**src/rtl/id_ex_stage.sv**
```systemverilog
// ID/EX pipeline register with load-use interlock and a saturating counter of
// bubble cycles inserted by that interlock.
module id_ex_stage #(
    parameter int XLEN   = 32,
    parameter int CTRL_W = 8
) (
    input  logic              clk,
    input  logic              rst,
    input  logic              id_valid,
    input  logic [XLEN-1:0]   id_pc,
    input  logic [XLEN-1:0]   id_read_reg1,
    input  logic [XLEN-1:0]   id_read_reg2,
    input  logic [XLEN-1:0]   id_imm,
    input  logic [4:0]        id_rs1,
    input  logic [4:0]        id_rs2,
    input  logic [4:0]        id_rd,
    input  logic              id_uses_rs1,
    input  logic              id_uses_rs2,
    input  logic              id_mem_read,
    input  logic              id_reg_write,
    input  logic [CTRL_W-1:0] id_ctrl,
    input  logic              flush,
    input  logic              hold,
    output logic              ex_valid,
    output logic [XLEN-1:0]   ex_pc,
    output logic [XLEN-1:0]   ex_read_reg1,
    output logic [XLEN-1:0]   ex_read_reg2,
    output logic [XLEN-1:0]   ex_imm,
    output logic [4:0]        ex_rs1,
    output logic [4:0]        ex_rs2,
    output logic [4:0]        ex_rd,
    output logic              ex_mem_read,
    output logic              ex_reg_write,
    output logic [CTRL_W-1:0] ex_ctrl,
    output logic              load_use_stall,
    output logic [31:0]       stall_count
);

    typedef struct packed {
        logic              valid;
        logic [XLEN-1:0]   pc;
        logic [XLEN-1:0]   read_reg1;
        logic [XLEN-1:0]   read_reg2;
        logic [XLEN-1:0]   imm;
        logic [4:0]        rs1;
        logic [4:0]        rs2;
        logic [4:0]        rd;
        logic              mem_read;
        logic              reg_write;
        logic [CTRL_W-1:0] ctrl;
    } ex_t;

    ex_t         ex_q;
    ex_t         id_pkt;
    logic        src_hit;
    logic [31:0] count_q;

    // An invalid ID slot still carries its data, but must never write or load.
    always_comb begin
        id_pkt           = '0;
        id_pkt.valid     = id_valid;
        id_pkt.pc        = id_pc;
        id_pkt.read_reg1 = id_read_reg1;
        id_pkt.read_reg2 = id_read_reg2;
        id_pkt.imm       = id_imm;
        id_pkt.rs1       = id_rs1;
        id_pkt.rs2       = id_rs2;
        id_pkt.rd        = id_rd;
        id_pkt.mem_read  = id_valid & id_mem_read;
        id_pkt.reg_write = id_valid & id_reg_write;
        id_pkt.ctrl      = id_valid ? id_ctrl : '0;
    end

    always_comb begin
        src_hit = (id_uses_rs1 && (id_rs1 == ex_q.rd)) ||
                  (id_uses_rs2 && (id_rs2 == ex_q.rd));
        load_use_stall = ex_q.valid && ex_q.mem_read && (ex_q.rd != 5'd0) &&
                         id_valid && src_hit && !flush && !hold;
    end

    // A bubble zeroes the whole slot; once a bubble sits in EX the stall
    // condition drops by itself, releasing the held ID instruction.
    always_ff @(posedge clk) begin
        // NOTE: non-blocking assignments keep every register sampling the
        // pre-edge values, so ordering inside this block is irrelevant.
        if (rst) begin
            ex_q    <= '0;
            count_q <= '0;
        end else if (!hold) begin
            if (flush || load_use_stall) begin
                ex_q <= '0;
                if (load_use_stall && (count_q != 32'hFFFF_FFFF))
                    count_q <= count_q + 32'd1;
            end else begin
                ex_q <= id_pkt;
            end
        end
    end

    assign ex_valid     = ex_q.valid;
    assign ex_pc        = ex_q.pc;
    assign ex_read_reg1 = ex_q.read_reg1;
    assign ex_read_reg2 = ex_q.read_reg2;
    assign ex_imm       = ex_q.imm;
    assign ex_rs1       = ex_q.rs1;
    assign ex_rs2       = ex_q.rs2;
    assign ex_rd        = ex_q.rd;
    assign ex_mem_read  = ex_q.mem_read;
    assign ex_reg_write = ex_q.reg_write;
    assign ex_ctrl      = ex_q.ctrl;
    assign stall_count  = count_q;

endmodule

```
**config.mk**
```make
export PLATFORM = sky130hd
export DESIGN_NAME = id_ex_stage
export DESIGN_NICKNAME = d
export VERILOG_FILES = /design/src/rtl/id_ex_stage.sv
export SDC_FILE = /design/constraint.sdc
export NUM_CORES = 1
export LEC_CHECK = 0
export ABC_AREA = 1
export CORE_ASPECT_RATIO = 1.25
export CORE_UTILIZATION = 42
export CTS_CLUSTER_DIAMETER = 50
export DETAILED_ROUTE_END_ITERATION = 8
export PLACE_DENSITY = 0.81
export RECOVER_POWER = 50
export SETUP_SLACK_MARGIN = 0.5
export SLEW_MARGIN = 20
export SYNTH_ARGS = -nofsm -noshare
export SYNTH_HDL_FRONTEND = slang
export SYNTH_SLANG_ARGS = --single-unit
export TNS_END_PERCENT = 30
```
**constraint.sdc**
```tcl
create_clock -name clk -period 2 [get_ports clk]
set_input_delay 0.4 -clock clk [delete_from_list [all_inputs] [get_ports clk]]
set_output_delay 0.4 -clock clk [all_outputs]
set_load 0.01 [all_outputs]
```
# [Word level (Yosys, flattened, before mapping)]
# Cells that the tools add are included.
[totals] ff_bits=186 in_bits=160 output_inout_bits=187 word_cells=36
[classes] add_sub_neg=1 n_eq_ne=3 muxes=2 bitwise_logic=3 reduce_logical=15
[op_table] op="$mux 154" count=1
[op_table] op="$add 32x1->32 const B" count=1
[op_table] op="$ne 32x32->1 const B" count=1
[op_table] op="$eq 5x5->1" count=2
[op_table] op="$logic_and 1x1->1" count=9
[op_table] op="$mux 8" count=1
[op_table] op="$reduce_bool 5->1" count=1
[op_table] op="$reduce_and 3->1" count=1
[op_table] op="$and 1x1->1" count=2
[op_table] op="$logic_not 1->1" count=2
[op_table] op="$logic_or 1x1->1" count=2
[op_table] op="$not 1->1" count=1

# [Longest topological paths before layout]
[depth] ltp_word=8 depth_mapped=12 mapped_depth_nobuf=11

# [Worst setup path before layout]
# Ideal clock, no wire load.
[synth_timing] kind="flip-flop to flip-flop" from="register count_q[1], in the netlist stall_count[1]" to="register count_q[8], in the netlist stall_count[8]" setup_time_ps=118 t_arrival_ps=1679 required_ps=1882 slack_ps=203 stages_incl_launch_ff=12 path_buffers=1 synth_period_minus_slack_ps=1797 cell_sequence="dfxtp_1 ha_1 nand2_1 nor2_1 nand2_1 nor2_2 nand3_1 nand3_2 buf_4 nor2_1 o21ai_0 nor2_1"
[synth_via] elab_chain_len=3 word_cells_on_any_way=4 cone_classes="add/sub (1); eq/ne (1); reduce/logical (2)"
[synth_lines] element="from (decl)" line="56" rtl="logic [31:0] count_q;"
[synth_lines] element="from (signal assigned)" line="93" rtl="count_q <= count_q + 32'd1;"
[synth_lines] element="parallel branches: the longest is 3 deep, another holds $add 32x1->32"
# Several ways; the timed one is not identified.
# A chain may end at the register's enable or synchronous reset.

# [Worst setup path after layout]
[layout_timing] from="register ex_q (netlist bit ex_rd[4])" to="output load_use_stall"
[layout_via] elab_chain_len=6 word_cells_on_any_way=11 cone_classes="eq/ne (2); reduce/logical (9)"
[layout_lines] element="from (decl)" line="53" rtl="ex_t ex_q;"
[layout_lines] element="from (signal assigned)" line="95" rtl="ex_q <= id_pkt;"
[layout_lines] element="$eq 5x5->1, or another cell as far along" line="75" rtl="src_hit = (id_uses_rs1 && (id_rs1 == ex_q.rd)) ||"
[layout_lines] element="$logic_and 1x1->1 (on tied branches)" line="75, 76, 77"
[layout_lines] element="$logic_or 1x1->1 / $logic_and 1x1->1 (equally long branches)" line="75, 77"
[layout_lines] element="$logic_and 1x1->1 * (3 in a row)" line="78" rtl="id_valid && src_hit && !flush && !hold;"
[layout_lines] element="to (decl)" line="35" rtl="output logic load_use_stall,"
# Every way passes the cells marked *; elsewhere a longest branch is shown, timed or not.

==> impl_metrics.py <==
metrics = {
    "cells_and_area": {
        "final_common_cell": "clkdlybuf4s50_1",
        "area_delta_synth_final_pct": 82.3,
        "layout-drive-gt1-share_pct": 21.3,
        "nFillCells": 1067,
        "nets": 1568,
        "most-common-layout-cells": "328 x clkdlybuf4s50_1, 244 x nand2_1, 169 x dfxtp_1",
    },
    "timing": {
        "rsz0062_at_grt": "true",
        "worst_slack_ns": -0.0679,
        "period_minus_slack_ns": 2.07,
        "worst_clock_skew_ns": 0.0210,
        "slew_headroom_pct": 42.7,
        "fin_crit_sh_pct": 103,
        "setup_viol": 7,
        "max_freq_mhz": 484,
        "hold_viol_final": 0,
        "report.final.slew_viol_count": 0,
        "tns_ns": -0.196,
        "worst_pin_slew_ns": 0.859,
    },
    "synth": {
        "synth.area.mux_share_pct": 0,
        "syn_avg_cell_area_sq_um": 7.26,
        "synthTopCellsByArea": "dfxtp_1 49%, nand2_1 13%, nand3_1 12%, a21oi_1 11%, nor2_1 3.9%",
        "yosysTopAreaCellShare_pct": 49.5,
        "synth_edf_count": 0,
        "synth_cell_types": 26,
        "ys.flop_type": "dfxtp_1",
        "synth_compound_area_share_pct": 12.4,
        "synthArstFlopShare_pct": 0,
        "synth-xor-area-share_pct": 0.233,
        "synth_sequential_area_ratio_pct": 49.5,
        "synth-simple-area-share_pct": 30.7,
        "yosys_warnings": 0,
        "syn_nets": 1198,
        "synth_area_leader_cell": "dfxtp_1",
        "synthCells": 1037,
        "syn-cell-area_sq_um": 7530,
        "synth_top_family_by_area": "simple AND/OR/NAND/NOR gates",
        "synth-seq-cells": 186,
        "yosys.area_share.adder_pct": 0.166,
    },
    "cts": {
        "clk_pin_slew_ns": 0.07,
        "cts_made_buffers": 17,
        "root_buffer": "clkbuf_16",
        "ctsHtreeMaxLevel": 4,
        "clk_path_buf_depth": 2,
        "cts_sinks": 186,
        "clk_latency_ns": 0.44,
        "cts_tree": "done",
    },
    "status": {
        "status": "complete, but fails checks",
        "violations": "setup timing",
    },
    "grt": {
        "grt_usage_pct": 27.1,
        "grt_pass1_vias": 7488,
        "antenna_found_initial": 2,
        "grt_max_degree": 81,
        "gr-total-overflow": 0,
        "grt_pass1_wl_mm": 38.7,
    },
    "die": {
        "die_w_microns": 122,
        "initial_core_util_pct": 43.0,
        "core_sq_um": 17500,
        "io_pins": 347,
        "die_h_microns": 152,
        "num_rows": 54,
        "die_area_sq_um": 18500,
    },
    "worst_setup_path": {
        "critPathLaunchType": "register",
        "arrival_ns": 1.67,
        "critical_path_peak_fanout": 6,
        "crit_required_ns": 1.60,
        "crit_type": "register to output port",
        "endpoint_kind": "output port",
    },
    "pwr": {
        "vdd.ir_drop.worst_mv": 0.675,
        "leakage_uw": 0.00496,
        "p_per_area_nw_per_um2": 635,
        "power.total_uw": 8720,
    },
    "placed_design": {
        "dpl.hpwl_mm": 17.2,
        "portBuffers": 346,
        "gp_congestion": 0.874,
    },
    "drt": {
        "wirelength_mm": 31.7,
        "via_count": 9039,
        "via_per_inst": 5.50,
        "dr.pass1.iters": 5,
        "drtIter0Drc": 799,
        "drc": 0,
        "antenna_left": 0,
        "wl_per_cell_microns": 19.3,
    },
    "worst_hold_path": {
        "hp-class": "input pin to register",
    },
    "job": {
        "cap_violations": 0,
    },
}
==> logic make-up after synthesis <==
group	after synthesis
AO/OA/AOI/OAI	182
XOR/XNOR	2
adder cells (fa/ha/maj)	1
buffers and inverters	129
flip-flops	186
AND/OR/NAND/NOR	537
==> power breakdown <==
part	total, uW	internal, uW	switching (uW)
Sequential	3880	3810	68.5
Combinational	1430	764	666
Clock	3410	1880	1530
==> layer usage <==
metal / vias to the layer above / track usage, % / wire length (microns)
li1: 4176 / - / -
met1: 4252 / 30.7 / 11100
met2: 492 / 45.5 / 16100
met3: 119 / 8.53 / 2810
met4: 0 / 13.8 / 1650
met5: - / 0 / 0
==> stage by stage <==
| step | worst slack (ns) | cell area [sq um] | utilization (%) | cells | hold WS (ns) |
|---|---|---|---|---|---|
| finish | -0.0679 | 13700 | 78.5 | 1644 | 0.309 |
| CTS | 0.0531 | 12200 | 69.9 | 1609 | 0.355 |
| global route | -0.121 | 13700 | 78.5 | 1644 | 0.313 |
| floorplan | 0.421 | 7590 | - | 1037 | 0.481 |
| detailed placement | -0.623 | 11300 | 64.8 | 1564 | 0.455 |
| global placement | -0.613 | 11300 | 64.8 | 1564 | 0.446 |
==> flip-flops by register name (all words and copies together) (netlist names) <==
signal,count
ex_rs2,5
ex_reg_write,1
ex_ctrl,8
ex_pc,32
ex_rs1,5
ex_rd,5
ex_valid,1
ex_read_reg2,32
ex_mem_read,1
stall_count,32
ex_imm,32
ex_read_reg1,32
==> cell type report <==
class	count	area (sq um)	share of cell area [%]
flip-flops and latches	186	3760	27.4
well taps	224	280	2.04
diodes	2	5.00	0.0365
repair buffers	422	4600	33.5
inverters	58	228	1.66
clock inverters	12	136	0.993
multi-input cells	722	4290	31.2
clock buffers	18	439	3.20
==> final timing paths <==
check	from	end	slack, ns	depth (start not counted)
max	ex_rd[4]	load_use_stall	-0.07	8
min	id_rs2[0]	ex_rs2[0]	0.31	3
max reg2reg	ex_rd[4]	ex_rd[3]	-0.06	13
min reg2reg	ex_pc[11]	ex_pc[11]	0.46	2
==> cell usage after synthesis, drive strengths merged (2+ instances only) <==
master and instances:
dfxtp 186, xor2 2, buf 28, clkbuf 43
nand2 252, a21oi 168, o21ai 10, nor3 8
nand4 7, nor2 81, nand3 187, inv 58
o21bai 4
==> worst max-delay path, cell delays in order (launching register included) <==
cell and delay, ns:
dfxtp_4 0.39, inv_4 0.04, nand2_2 0.07, nand2_2 0.11, nor2_4 0.12, nand3_1 0.11
nand2_2 0.11, and2_4 0.17, buf_6 0.11
==> repair_timing <==
item	in CTS	in global routing
gates cloned	6	11
pin swaps	11	84
setup endpoints to repair	373	371
gates resized for setup	38	249
setup buffers	9	22
hold buffers	0	0
(Power assumes the default switching activity.)
